--- src/rtl/nexus_nonce_scanner_if.sv ---
// Purpose: bundles scan control, pipeline nonce/result and host hit-queue signals of the nonce scanner.
// Latency: none (signal bundle only).
// Backpressure: host side uses found_valid/found_ready; pipeline side has none (one nonce per clock).
// Modports: slave = scanner view (drives nonce_out, found_*, status), master = host/pipeline view.
interface nexus_nonce_scanner_if #(
  parameter int NONCE_W = 64,
  parameter int HASH_W  = 64,
  parameter int CNT_W   = 16
);
  logic               start;
  logic               stop;
  logic [NONCE_W-1:0] nonce_base;
  logic [NONCE_W-1:0] nonce_limit;
  logic [HASH_W-1:0]  target;
  logic [NONCE_W-1:0] nonce_out;
  logic               nonce_valid;
  logic [HASH_W-1:0]  hash_in;
  logic               hash_valid;
  logic [NONCE_W-1:0] found_nonce;
  logic               found_valid;
  logic               found_ready;
  logic [CNT_W-1:0]   drop_count;
  logic               busy;
  logic               done;
  logic               err;

  modport slave (
    input  start, stop, nonce_base, nonce_limit, target, hash_in, hash_valid, found_ready,
    output nonce_out, nonce_valid, found_nonce, found_valid, drop_count, busy, done, err
  );

  modport master (
    output start, stop, nonce_base, nonce_limit, target, hash_in, hash_valid, found_ready,
    input  nonce_out, nonce_valid, found_nonce, found_valid, drop_count, busy, done, err
  );
endinterface

--- src/rtl/nexus_nonce_scanner.sv ---
// Purpose: issues nonces over an inclusive (wrapping) range, pairs in-order results with nonces, queues hits.
// Latency: first nonce one clock after start; hit visible on found_* one clock after its result arrives.
// Backpressure: hit FIFO stalls on found_ready; a hit arriving while the FIFO is full (and not popped) is counted as dropped.
// Ports: clk, nHashRst (async active-low), bus (nexus_nonce_scanner_if.slave).

// Small hit queue. A push into a full queue succeeds when a pop happens in the same cycle.
module nexus_hit_fifo #(
  parameter int W     = 64,
  parameter int DEPTH = 4
) (
  input  logic         clk,
  input  logic         rst_n,
  input  logic         in_vld,
  input  logic [W-1:0] in_dat,
  output logic         in_rdy,
  output logic         out_vld,
  output logic [W-1:0] out_dat,
  input  logic         out_rdy
);
  localparam int AW = $clog2(DEPTH);
  localparam logic [AW:0] FULL_CNT = (AW+1)'(DEPTH);

  logic [W-1:0]  mem_q [DEPTH];
  logic [W-1:0]  mem_d [DEPTH];
  logic [AW-1:0] wr_ptr_q, wr_ptr_d;
  logic [AW-1:0] rd_ptr_q, rd_ptr_d;
  logic [AW:0]   cnt_q, cnt_d;
  logic          push, pop;

  always_comb begin
    out_vld  = (cnt_q != '0);
    out_dat  = mem_q[rd_ptr_q];
    in_rdy   = (cnt_q != FULL_CNT) || out_rdy;
    push     = in_vld && in_rdy;
    pop      = out_vld && out_rdy;
    mem_d    = mem_q;
    wr_ptr_d = wr_ptr_q;
    rd_ptr_d = rd_ptr_q;
    cnt_d    = cnt_q;
    if (push) begin
      mem_d[wr_ptr_q] = in_dat;
      wr_ptr_d        = wr_ptr_q + AW'(1);
    end
    if (pop) begin
      rd_ptr_d = rd_ptr_q + AW'(1);
    end
    case ({push, pop})
      2'b10:   cnt_d = cnt_q + (AW+1)'(1);
      2'b01:   cnt_d = cnt_q - (AW+1)'(1);
      default: cnt_d = cnt_q;
    endcase
  end

  always_ff @(posedge clk or negedge rst_n) begin
    if (!rst_n) begin
      for (int i = 0; i < DEPTH; i++) mem_q[i] <= '0;
      wr_ptr_q <= '0;
      rd_ptr_q <= '0;
      cnt_q    <= '0;
    end else begin
      mem_q    <= mem_d;
      wr_ptr_q <= wr_ptr_d;
      rd_ptr_q <= rd_ptr_d;
      cnt_q    <= cnt_d;
    end
  end
endmodule

module nexus_nonce_scanner #(
  parameter int NONCE_W      = 64,
  parameter int HASH_W       = 64,
  parameter int MAX_INFLIGHT = 512,
  parameter int FIFO_DEPTH   = 4,
  parameter int CNT_W        = 16
) (
  input  logic                  clk,
  input  logic                  nHashRst,
  nexus_nonce_scanner_if.slave  bus
);
  localparam int IW = $clog2(MAX_INFLIGHT + 1);

  typedef enum logic [1:0] {S_IDLE, S_RUN, S_DRAIN, S_DONE} state_t;

  state_t             state_q, state_d;
  logic [NONCE_W-1:0] nonce_q, nonce_d;
  logic               nonce_vld_q, nonce_vld_d;
  logic [NONCE_W-1:0] limit_q, limit_d;
  logic [HASH_W-1:0]  target_q, target_d;
  logic [NONCE_W-1:0] rx_nonce_q, rx_nonce_d;
  logic [IW-1:0]      inflight_q, inflight_d;
  logic [CNT_W-1:0]   drop_q, drop_d;
  logic               err_q, err_d;

  logic               scanning;
  logic               accept;
  logic               hit;
  logic               fifo_in_rdy;
  logic               fifo_out_vld;
  logic [NONCE_W-1:0] fifo_out_dat;

  always_comb begin
    state_d     = state_q;
    nonce_d     = nonce_q;
    nonce_vld_d = nonce_vld_q;
    limit_d     = limit_q;
    target_d    = target_q;
    rx_nonce_d  = rx_nonce_q;
    drop_d      = drop_q;
    err_d       = err_q;

    scanning = (state_q == S_RUN) || (state_q == S_DRAIN);
    // A result only counts if something is actually outstanding; the nonce presented this
    // cycle counts as outstanding so a zero-latency pipeline is still legal.
    accept   = bus.hash_valid && scanning && ((inflight_q != '0) || nonce_vld_q);
    hit      = accept && (bus.hash_in <= target_q);

    inflight_d = inflight_q + IW'(nonce_vld_q) - IW'(accept);

    if (accept) begin
      rx_nonce_d = rx_nonce_q + NONCE_W'(1);
    end
    if (hit && !fifo_in_rdy && (drop_q != '1)) begin
      drop_d = drop_q + CNT_W'(1);
    end
    if (bus.hash_valid && !accept) begin
      err_d = 1'b1;
    end

    case (state_q)
      S_IDLE, S_DONE: begin
        if (bus.start) begin
          nonce_d     = bus.nonce_base;
          nonce_vld_d = 1'b1;
          rx_nonce_d  = bus.nonce_base;
          limit_d     = bus.nonce_limit;
          target_d    = bus.target;
          drop_d      = '0;
          // A stray result in the very start cycle still flags an error.
          err_d       = bus.hash_valid;
          state_d     = S_RUN;
        end
      end
      S_RUN: begin
        if ((nonce_q == limit_q) || bus.stop) begin
          nonce_vld_d = 1'b0;
          state_d     = S_DRAIN;
        end else begin
          nonce_d = nonce_q + NONCE_W'(1);
        end
      end
      S_DRAIN: begin
        if (inflight_d == '0) begin
          state_d = S_DONE;
        end
      end
      default: state_d = S_IDLE;
    endcase
  end

  always_ff @(posedge clk or negedge nHashRst) begin
    if (!nHashRst) begin
      state_q     <= S_IDLE;
      nonce_q     <= '0;
      nonce_vld_q <= 1'b0;
      limit_q     <= '0;
      target_q    <= '0;
      rx_nonce_q  <= '0;
      inflight_q  <= '0;
      drop_q      <= '0;
      err_q       <= 1'b0;
    end else begin
      state_q     <= state_d;
      nonce_q     <= nonce_d;
      nonce_vld_q <= nonce_vld_d;
      limit_q     <= limit_d;
      target_q    <= target_d;
      rx_nonce_q  <= rx_nonce_d;
      inflight_q  <= inflight_d;
      drop_q      <= drop_d;
      err_q       <= err_d;
    end
  end

  // The nonce of the result being accepted is rx_nonce_q (before its increment).
  nexus_hit_fifo #(
    .W     (NONCE_W),
    .DEPTH (FIFO_DEPTH)
  ) u_hit_fifo (
    .clk     (clk),
    .rst_n   (nHashRst),
    .in_vld  (hit),
    .in_dat  (rx_nonce_q),
    .in_rdy  (fifo_in_rdy),
    .out_vld (fifo_out_vld),
    .out_dat (fifo_out_dat),
    .out_rdy (bus.found_ready)
  );

  assign bus.nonce_out   = nonce_q;
  assign bus.nonce_valid = nonce_vld_q;
  assign bus.found_nonce = fifo_out_dat;
  assign bus.found_valid = fifo_out_vld;
  assign bus.drop_count  = drop_q;
  assign bus.busy        = (state_q == S_RUN) || (state_q == S_DRAIN);
  assign bus.done        = (state_q == S_DONE);
  assign bus.err         = err_q;
endmodule

--- src/flat_wrapper.sv ---
// flat-port wrapper written by rule: the top's interface ports become plain ports
module nexus_nonce_scanner_flat 
#(
  parameter int NONCE_W      = 64,
  parameter int HASH_W       = 64,
  parameter int MAX_INFLIGHT = 512,
  parameter int FIFO_DEPTH   = 4,
  parameter int CNT_W        = 16
)
  (clk, nHashRst, bus_start, bus_stop, bus_nonce_base, bus_nonce_limit, bus_target, bus_hash_in, bus_hash_valid, bus_found_ready, bus_nonce_out, bus_nonce_valid, bus_found_nonce, bus_found_valid, bus_drop_count, bus_busy, bus_done, bus_err);
  nexus_nonce_scanner_if #(.NONCE_W(NONCE_W), .HASH_W(HASH_W), .CNT_W(CNT_W)) bus_i ();
  input  logic clk;
  input  logic nHashRst;
  input wire logic [$bits(bus_i.start)-1:0] bus_start;
  input wire logic [$bits(bus_i.stop)-1:0] bus_stop;
  input wire logic [$bits(bus_i.nonce_base)-1:0] bus_nonce_base;
  input wire logic [$bits(bus_i.nonce_limit)-1:0] bus_nonce_limit;
  input wire logic [$bits(bus_i.target)-1:0] bus_target;
  input wire logic [$bits(bus_i.hash_in)-1:0] bus_hash_in;
  input wire logic [$bits(bus_i.hash_valid)-1:0] bus_hash_valid;
  input wire logic [$bits(bus_i.found_ready)-1:0] bus_found_ready;
  output wire logic [$bits(bus_i.nonce_out)-1:0] bus_nonce_out;
  output wire logic [$bits(bus_i.nonce_valid)-1:0] bus_nonce_valid;
  output wire logic [$bits(bus_i.found_nonce)-1:0] bus_found_nonce;
  output wire logic [$bits(bus_i.found_valid)-1:0] bus_found_valid;
  output wire logic [$bits(bus_i.drop_count)-1:0] bus_drop_count;
  output wire logic [$bits(bus_i.busy)-1:0] bus_busy;
  output wire logic [$bits(bus_i.done)-1:0] bus_done;
  output wire logic [$bits(bus_i.err)-1:0] bus_err;
  assign bus_i.start = bus_start;
  assign bus_i.stop = bus_stop;
  assign bus_i.nonce_base = bus_nonce_base;
  assign bus_i.nonce_limit = bus_nonce_limit;
  assign bus_i.target = bus_target;
  assign bus_i.hash_in = bus_hash_in;
  assign bus_i.hash_valid = bus_hash_valid;
  assign bus_i.found_ready = bus_found_ready;
  assign bus_nonce_out = bus_i.nonce_out;
  assign bus_nonce_valid = bus_i.nonce_valid;
  assign bus_found_nonce = bus_i.found_nonce;
  assign bus_found_valid = bus_i.found_valid;
  assign bus_drop_count = bus_i.drop_count;
  assign bus_busy = bus_i.busy;
  assign bus_done = bus_i.done;
  assign bus_err = bus_i.err;
  nexus_nonce_scanner #(.NONCE_W(NONCE_W), .HASH_W(HASH_W), .MAX_INFLIGHT(MAX_INFLIGHT), .FIFO_DEPTH(FIFO_DEPTH), .CNT_W(CNT_W)) u_core (.clk(clk), .nHashRst(nHashRst), .bus(bus_i));
endmodule
--- config.mk ---
export PLATFORM = sky130hd
export DESIGN_NAME = nexus_nonce_scanner_flat
export DESIGN_NICKNAME = d
export VERILOG_FILES = /design/src/rtl/nexus_nonce_scanner_if.sv /design/src/rtl/nexus_nonce_scanner.sv /design/src/flat_wrapper.sv
export SDC_FILE = /design/constraint.sdc
export NUM_CORES = 1
export LEC_CHECK = 0
export ABC_CLOCK_PERIOD_IN_PS = 4900
export CORE_MARGIN = 3
export CORE_UTILIZATION = 56
export CTS_CLUSTER_DIAMETER = 40
export DETAILED_ROUTE_END_ITERATION = 7
export PLACE_DENSITY = 0.82
export SLEW_MARGIN = 10
export SYNTH_ARGS = -nofsm -noshare
export SYNTH_HDL_FRONTEND = slang
export SYNTH_SLANG_ARGS = --single-unit
--- constraint.sdc ---
create_clock -name clk -period 4.9 [get_ports clk]
set_input_delay 1.225 -clock clk [delete_from_list [all_inputs] [get_ports clk]]
set_output_delay 1.225 -clock clk [all_outputs]
set_load 0.02 [all_outputs]
==> reports/qor.csv, run 1 <==
stage;metric;value;unit
sta;Slew @ Worst Pin;1148;ps
pwr;Switching Share;40.14;%
worst_setup_path;Worst Setup Path Type;primary input to flop;
floorplan;Die Ht;234.6;um
drt;DR vias;22880;
worst_setup_path;Setup crit start kind;primary input;
pwr;Max VDD drop;0.3632;mV
global_route;initial antenna violation count;17;
layout;layout cells sized above 1;18.15;%
sta;Clock Skew;23.91;ps
worst_setup_path;crit path cell chain;clkdlybuf4s50_1 -> nand2b_1 -> a21o_1 -> inv_1 -> ha_1 -> inv_1 -> ha_1 -> inv_1 -> fa_1 -> xnor2_1 -> or4_1 -> or4_1 -> or4_1 -> a21oi_1 -> mux2i_1;
run;maxcap violations;0;
worst_setup_path;crit path buf inv count;4;
drt;WL/cell;24.66;um
worst_setup_path;reg-to-reg endpoint;u_core.state_q[1]$_DFFE_PN0P_;
global_route;largest net degree at the start of global routing;99;
global_route;total track usage;33.54;%
worst_setup_path;Slowest Stage Delay on Critical Path;530;ps
sta;Setup violations, final;0;
pwr;combinational share of power;45.4;%
floorplan;full die area;55020;um^2
drt;Post-route DRC;0;
worst_setup_path;critical path endpoint category;flop;
worst_setup_path;setup slack, reg-to-reg;640;ps
cts;TritonCTS buffer count;82;
yosys;Main synth FF type;dfrtp_1;
layout;nets;3354;
sta;max_slew headroom;23.16;%
cts;Clock Sinks;549;
floorplan;die span in x;234.6;um
hold_path;Worst Hold End;u_core.target_q[0]$_DFFE_PN0P_;
placed_design;hpwl dp;65990;um
drt;vias per cell;6.105;
yosys;Unique masters post-synth;76;
yosys;Seq/Total Area, Yosys;46.96;%
run_status;status;complete, no violations;
floorplan;Top Ports;411;
pwr;NetSw;11.29;mW
cts;Clock Tree Root;clkbuf_16;
cts;H-tree levels;3;
pwr;P_int;16.84;mW
global_route;first-pass GRT wire length;140100;um
layout;Non-Filler Instances;3748;
drt;DRT iter0 DRCs;2300;
placed_design;GP Congestion;0.9375;
worst_setup_path;reg2reg path depth;16;
layout;fillers;3589;
yosys;Mapped Cells;2607;
drt;DRT antenna net count;0;
global_route;GR Overflow Total;0;
sta;Fmax;0.2241;GHz
hold_path;Hold Path Class;flop to flop;
worst_setup_path;Critical R2R Launch;u_core.state_q[0]$_DFFE_PN0P_;
sta;RSZ-0062 raised after global routing;false;
worst_setup_path;number of cells on the critical path;15;
cts;Clock Latency Late Sink;630;ps
pwr;Clock Power Share;21.1;%
yosys;Ys Warns;0;
floorplan;initial core utilization;56.80;%
yosys;EDFF count, synth;0;
hold_path;HP Start;u_core.target_q[0]$_DFFE_PN0P_;
pwr;P per Cell Area;767.1;nW/um^2
yosys;Cell Area, Synth;29260;um^2
cts;cts hold-fix bufs;0;
worst_setup_path;Crit path max-delay family;simple AND/OR/NAND/NOR gates;
placed_design;dpl cells;3595;
sta;Final Max Slew Viols;0;
cts;CTS tree;done;
layout;area delta synth->final;25.33;%
placed_design;Port Buffers;410;
floorplan;num rows;83;
hold_path;hold path depth;2;
cts;Clk pin slew, worst setup/hold paths;50;ps
sta;Post-Route Setup TNS;0;ps
sta;Final Cycle Share;91.05;%
worst_setup_path;slowest CP cell;clkdlybuf4s50_1;
drt;Post-Route WL;92420;um
global_route;vias in the first global route;23500;
cts;Post-CTS Setup Bufs;0;
sta;Hold Fails Final Rpt;0;
worst_setup_path;CP arrival;5000;ps
yosys;async set-reset flop share out of synthesis;100.0;%
layout;area of the multi-input gates;14110;um^2
pwr;Pleak;16.50;nW
layout;register area;13740;um^2
floorplan;core area;51510;um^2
yosys;average size of a mapped cell;11.22;um^2
worst_setup_path;critical path fanouts, max;2;
yosys;register bit total from synthesis;549;
yosys;Syn Nets;2962;
sta;clock period minus worst slack;4462;ps
pwr;Sequential Power Share;33.4;%
cts;post-CTS resize count;0;
drt;TritonRoute pass-1 iters;5;
cts;clock buffer depth;3;
worst_setup_path;CP required;5440;ps
[layer usage]
layer  up-vias  global-route usage [%]  share of wire, %
met5         -                       0              0.18
met4        22                   14.18               4.8
met3       276                   10.54                10
met2      1223                   52.35                46
met1     11380                   43.54                39
li1       9985                       -                 -
[cells in the final DEF (no fill, tap or decap), types with 41 or more instances in the layout]
| cell type | synthesis | final |
|---|---|---|
| nand3_1 | 71 | 71 |
| xor2_1 | 51 | 51 |
| mux2_4 | 240 | 240 |
| ha_1 | 91 | 90 |
| inv_1 | 114 | 113 |
| clkbuf_16 | 0 | 84 |
| dfrtp_1 | 549 | 547 |
| a21oi_1 | 129 | 129 |
| xnor2_1 | 91 | 91 |
| nand4_1 | 60 | 60 |
| o21ai_0 | 134 | 134 |
| nor2_1 | 124 | 123 |
| nor3_1 | 41 | 41 |
| nand2_1 | 381 | 380 |
| mux4_2 | 64 | 64 |
| clkdlybuf4s50_1 | 0 | 409 |
[synthesized netlist by cell type, drive strengths merged (7+ instances only)]
| library cell | instances | area, um^2 |
|---|---|---|
| nand4b | 7 | 61.31 |
| and2 | 17 | 106.4 |
| o2bb2ai | 21 | 183.9 |
| a21o | 10 | 75.07 |
| o31ai | 12 | 90.09 |
| xnor2 | 91 | 797.0 |
| xor2 | 51 | 446.7 |
| or3 | 17 | 106.4 |
| nand4 | 61 | 387.9 |
| o21ai | 136 | 680.7 |
| and4 | 12 | 105.1 |
| dfrtp | 549 | 13740 |
| or2 | 11 | 68.82 |
| nor4 | 17 | 106.4 |
| and3 | 28 | 175.2 |
| a22o | 7 | 61.31 |
| clkbuf | 111 | 416.7 |
| nand2 | 381 | 1430 |
| buf | 47 | 586.8 |
| ha | 91 | 1139 |
| mux2 | 257 | 3795 |
| or4 | 19 | 150.1 |
| a32oi | 7 | 61.31 |
| a21oi | 129 | 645.6 |
| nor3 | 41 | 205.2 |
| nand3 | 75 | 425.4 |
| mux4 | 64 | 1441 |
| mux2i | 9 | 90.09 |
| inv | 114 | 427.9 |
| nor2 | 125 | 471.7 |
[through the flow]
stage | utilization, % | instance area (um^2) | setup WS (ps) | hold slack (ps) | power [mW]
6_report | 71.19 | 36670 | 438.4 | 496.5 | 28.13
3_3_place_gp | 65.74 | 33860 | -48.32 | 475.0 | 21.32
3_5_place_dp | 65.74 | 33860 | -141.2 | 474.8 | 21.91
2_1_floorplan | - | 29260 | 433.5 | 449.7 | 17.07
4_1_cts | 71.16 | 36660 | 448.9 | 492.0 | 28.05
5_1_grt | 71.16 | 36660 | 228.9 | 511.4 | 29.56
[registers in the layout, indices dropped and copies added (netlist names)]
register                    count
u_core.bus.drop_count          16
u_core.bus.err                  1
u_core.bus.nonce_out           64
u_core.bus.nonce_valid          1
u_core.inflight_q              10
u_core.limit_q                 64
u_core.rx_nonce_q              64
u_core.state_q                  2
u_core.target_q                64
u_core.u_hit_fifo.cnt_q         3
u_core.u_hit_fifo.mem_q       256
u_core.u_hit_fifo.rd_ptr_q      2
u_core.u_hit_fifo.wr_ptr_q      2
[worst reg2reg max path: stages, from the launching register on]
cell	delay, ps
dfrtp_1	410
inv_1	110
ha_1	340
nand2b_1	170
a21o_1	170
inv_1	70
ha_1	220
inv_1	50
ha_1	150
inv_1	60
fa_1	410
xnor2_1	160
or4_1	480
or4_1	400
or4_1	410
a21oi_1	330
mux2i_1	240
[final cells by class]
cell class	instances	share of cell area [%]
clock inverter	47	1.467
inverter	114	1.167
antenna	5	0.03412
clock buffer	101	6.152
timing repair buffer	466	12.90
sequential	549	37.48
multi-input combinational	1786	38.48
tap	680	2.320
[power groups by stage]
stage          registers, mW  logic [mW]  clock network, mW
6_report                9.40        12.8               5.95
5_1_grt                 9.63        13.8               6.18
4_1_cts                 9.28        12.8               5.99
3_5_place_dp            9.29        12.6                  0
3_3_place_gp            9.05        12.3                  0
2_1_floorplan           8.37        8.69                  0
[cells by family (layout without fill, tap and decap cells)]
kind of cell / Yosys count / count (layout) / synth area share, %
compound gates: 390 / 390 / 8.156
xor+xnor: 142 / 142 / 4.251
fa+ha+maj: 93 / 93 / 4.029
buf+inv: 272 / 728 / 4.892
flops: 549 / 549 / 46.96
mux: 330 / 330 / 18.21
other cells: 0 / 5 / 0
simple gates: 831 / 831 / 13.51
[how the worst max path moves through the flow]
stage | startpoint | to | slack (ps)
after global placement | bus_hash_valid | u_core.state_q[0]$_DFFE_PN0P_ | -50
final | bus_hash_valid | u_core.state_q[1]$_DFFE_PN0P_ | 440
after detailed placement | bus_hash_valid | u_core.state_q[0]$_DFFE_PN0P_ | -140
after global routing | bus_hash_valid | u_core.state_q[1]$_DFFE_PN0P_ | 230
after CTS | bus_hash_valid | u_core.state_q[1]$_DFFE_PN0P_ | 450
after floorplan | bus_hash_valid | u_core.state_q[0]$_DFFE_PN0P_ | 430
No activity file was read; power rests on OpenSTA's default activity.
==> run 2, diff against run 1 <==
--- a/config.mk
+++ b/config.mk
@@ -5,7 +5,7 @@
 export SDC_FILE = /design/constraint.sdc
 export NUM_CORES = 1
 export LEC_CHECK = 0
-export ABC_CLOCK_PERIOD_IN_PS = 4900
+export ABC_CLOCK_PERIOD_IN_PS = 4560
 export CORE_MARGIN = 3
 export CORE_UTILIZATION = 56
 export CTS_CLUSTER_DIAMETER = 40
==> constraint.sdc (replaced) <==
create_clock -name clk -period 4.56 [get_ports clk]
set_input_delay 1.14 -clock clk [delete_from_list [all_inputs] [get_ports clk]]
set_output_delay 1.14 -clock clk [all_outputs]
set_load 0.02 [all_outputs]
==> run 2 against run 1 <==
Net effect: combinational power grew 11%; register-to-register slack worse by 320 ps; clock skew up 1.7 ps; die area did not move; sequential cell count unchanged; core utilization rose by 2.0 points; total power grew 12%; via count grew 2.0%; final area rose by 2.8%; critical path type unchanged; largest cell class unchanged; highest routed layer unchanged.
==> reports/qor.csv, run 2 (synthesis results as in run 1) <==
stage;metric;value;unit;change
run_status;status;complete, no violations;;
sta;clock period minus worst slack;4323;ps;
layout;nets;3427;;+2.2%
floorplan;full die area;55020;um^2;unchanged
cts;TritonCTS buffer count;88;;+7.3%
worst_setup_path;Setup crit start kind;primary input;;
drt;TritonRoute pass-1 iters;6;;+1
global_route;largest net degree at the start of global routing;120;;+21%
placed_design;GP Congestion;0.9434;;+0.63%
drt;DR vias;23350;;+2.0%
hold_path;Hold Path Class;flop to flop;;
floorplan;Die Ht;234.6;um;unchanged
global_route;initial antenna violation count;17;;unchanged
placed_design;placed inst area;34550;um^2;+2.0%
layout;Reg with most FFs;u_core.u_hit_fifo.mem_q;;
cts;Clock Tree Root;clkbuf_16;;
drt;DRT iter0 DRCs;2120;;-7.8%
run;maxcap violations;0;;unchanged
floorplan;initial core utilization;56.80;%;unchanged
cts;Clk pin slew, worst setup/hold paths;50;ps;about the same
pwr;Pleak;17.06;nW;+3.4%
drt;WL/cell;24.71;um;+0.21%
pwr;P per Cell Area;832.3;nW/um^2;+8.5%
cts;Clock Latency Late Sink;620;ps;about the same
sta;Clock Skew;25.65;ps;+1.738 ps
sta;Hold Fails Final Rpt;0;;unchanged
layout;Non-Filler Instances;3830;;+2.2%
floorplan;die span in x;234.6;um;unchanged
pwr;Tot Pwr;31.37;mW;+12%
cts;CTS tree;done;;
worst_setup_path;CP required;5090;ps;-350 ps
worst_setup_path;critical path endpoint category;flop;;
drt;DRT antenna net count;0;;unchanged
sta;Setup violations, final;0;;unchanged
global_route;vias in the first global route;24200;;+3.0%
worst_setup_path;critical path fanouts, max;4;;+2
cts;Clock Sinks;549;;unchanged
drt;vias per cell;6.097;;-0.14%
sta;Slew @ Worst Pin;1060;ps;-88.58 ps
layout;area delta synth->final;28.84;%;
floorplan;Top Ports;411;;unchanged
layout;Post-Layout Inst Area;37690;um^2;+2.8%
drt;Post-Route WL;94640;um;+2.4%
layout;commonest non-fill, non-tap cell in the layout;dfrtp_1;;
worst_setup_path;Worst Setup Path Type;primary input to flop;;
cts;Post-CTS Setup Bufs;0;;unchanged
drt;Post-route DRC;0;;unchanged
cts;H-tree levels;3;;unchanged
sta;Final Max Slew Viols;0;;unchanged
global_route;first-pass GRT wire length;143100;um;+2.1%
layout;most frequent cells in the layout;dfrtp_1, clkdlybuf4s50_1, nand2_1;;
sta;Final Cycle Share;94.80;%;
floorplan;num rows;83;;unchanged
placed_design;dpl cells;3662;;+1.9%
placed_design;hpwl dp;67110;um;+1.7%
global_route;GR Overflow Total;0;;unchanged
layout;max reg flops;256;;unchanged
layout;layout cells sized above 1;20.17;%;+2.0 points
sta;Post-Route Setup TNS;0;ps;unchanged
worst_setup_path;CP arrival;4850;ps;-150 ps
global_route;total track usage;34.27;%;+0.73 points
sta;max_slew headroom;29.35;%;+6.2 points
floorplan;core area;51510;um^2;unchanged
cts;clock buffer depth;3;;unchanged
sta;RSZ-0062 raised after global routing;false;;
placed_design;Port Buffers;410;;unchanged
pwr;Max VDD drop;0.4420;mV;+22%
sta;Fmax;0.2313;GHz;
-- run 2: cell types whose count changed in the layout (fill, tap and decap cells not counted), moves of 2 or more --
cell,previous run,this run
clkinvlp_4,12,8
diode_2,5,7
clkbuf_1,8,10
inv_8,0,5
buf_4,40,92
inv_6,9,12
clkbuf_8,9,7
clkinv_8,3,0
clkbuf_16,84,89
bufinv_16,7,14
buf_12,16,31
-- run 2: power by group --
group / switching, mW / internal (mW)
combinational: 7.10 / 7.09
sequential: 2.79 / 7.30
clock: 2.55 / 4.54
-- run 2: final cells by class --
| class | instances | area, um^2 |
|---|---|---|
| well taps | 680 | 850.8 |
| multi-input cells | 1786 | 14110 |
| diodes | 7 | 17.52 |
| clock buffers | 106 | 2361 |
| repair buffers | 533 | 5420 |
| clock inverters | 55 | 763.2 |
| flip-flops and latches | 549 | 13740 |
| fillers | 3444 | 13810 |
| inverters | 114 | 427.9 |
-- run 2: repair_timing --
| action | in CTS | in global routing |
|---|---|---|
| hold buffers | 0 | 0 |
| resized for setup | 0 | 1 |
| setup endpoints to repair | 0 | 2 |
-- run 2: through the flow --
step                      hold WS (ps)  utilization, %  worst slack (ps)
final                            495.0           73.18             237.0
after floorplan                  449.7               -             178.5
after global placement           473.4           67.08            -298.6
after detailed placement         485.5           67.08            -415.1
after global routing             514.4           73.16             29.25
after CTS                        498.2           73.14             264.2
-- run 2: layer usage --
metal	global-route usage, %	wire length, um	share of wire [%]
met2	54.14	44080	47
met4	15.76	4410	4.7
met3	10.21	9392	9.9
met5	0	100	0.11
met1	43.73	36650	39
-- run 2: critical path, stage by stage --
cell	delay, ps
clkdlybuf4s50_1	420
ha_1	310
nand4_1	180
or4_4	570
buf_4	160
or3_1	340
o32ai_1	220
nor2_1	110
a21oi_1	200
nor2_1	80
inv_1	90
ha_1	160
inv_1	60
fa_1	370
xor2_1	150
nor2_1	120
xor2_1	160
-- run 2: worst paths after layout --
kind	startpoint	endpoint	slack, ps	cells after the start
max in group asynchronous	nHashRst	u_core.bus.nonce_out[39]$_DFFE_PN0P_	2860	2
min in group asynchronous	nHashRst	u_core.u_hit_fifo.mem_q[146]$_DFFE_PN0P_	660	1
worst min-delay path	u_core.limit_q[3]$_DFFE_PN0P_	u_core.limit_q[3]$_DFFE_PN0P_	490	2
worst max register to register	u_core.inflight_q[1]$_DFF_PN0_	u_core.state_q[0]$_DFFE_PN0P_	320	14
worst min register to register	u_core.limit_q[3]$_DFFE_PN0P_	u_core.limit_q[3]$_DFFE_PN0P_	490	2
worst max-delay path	bus_hash_in[54]	u_core.u_hit_fifo.cnt_q[2]$_DFFE_PN0P_	240	17
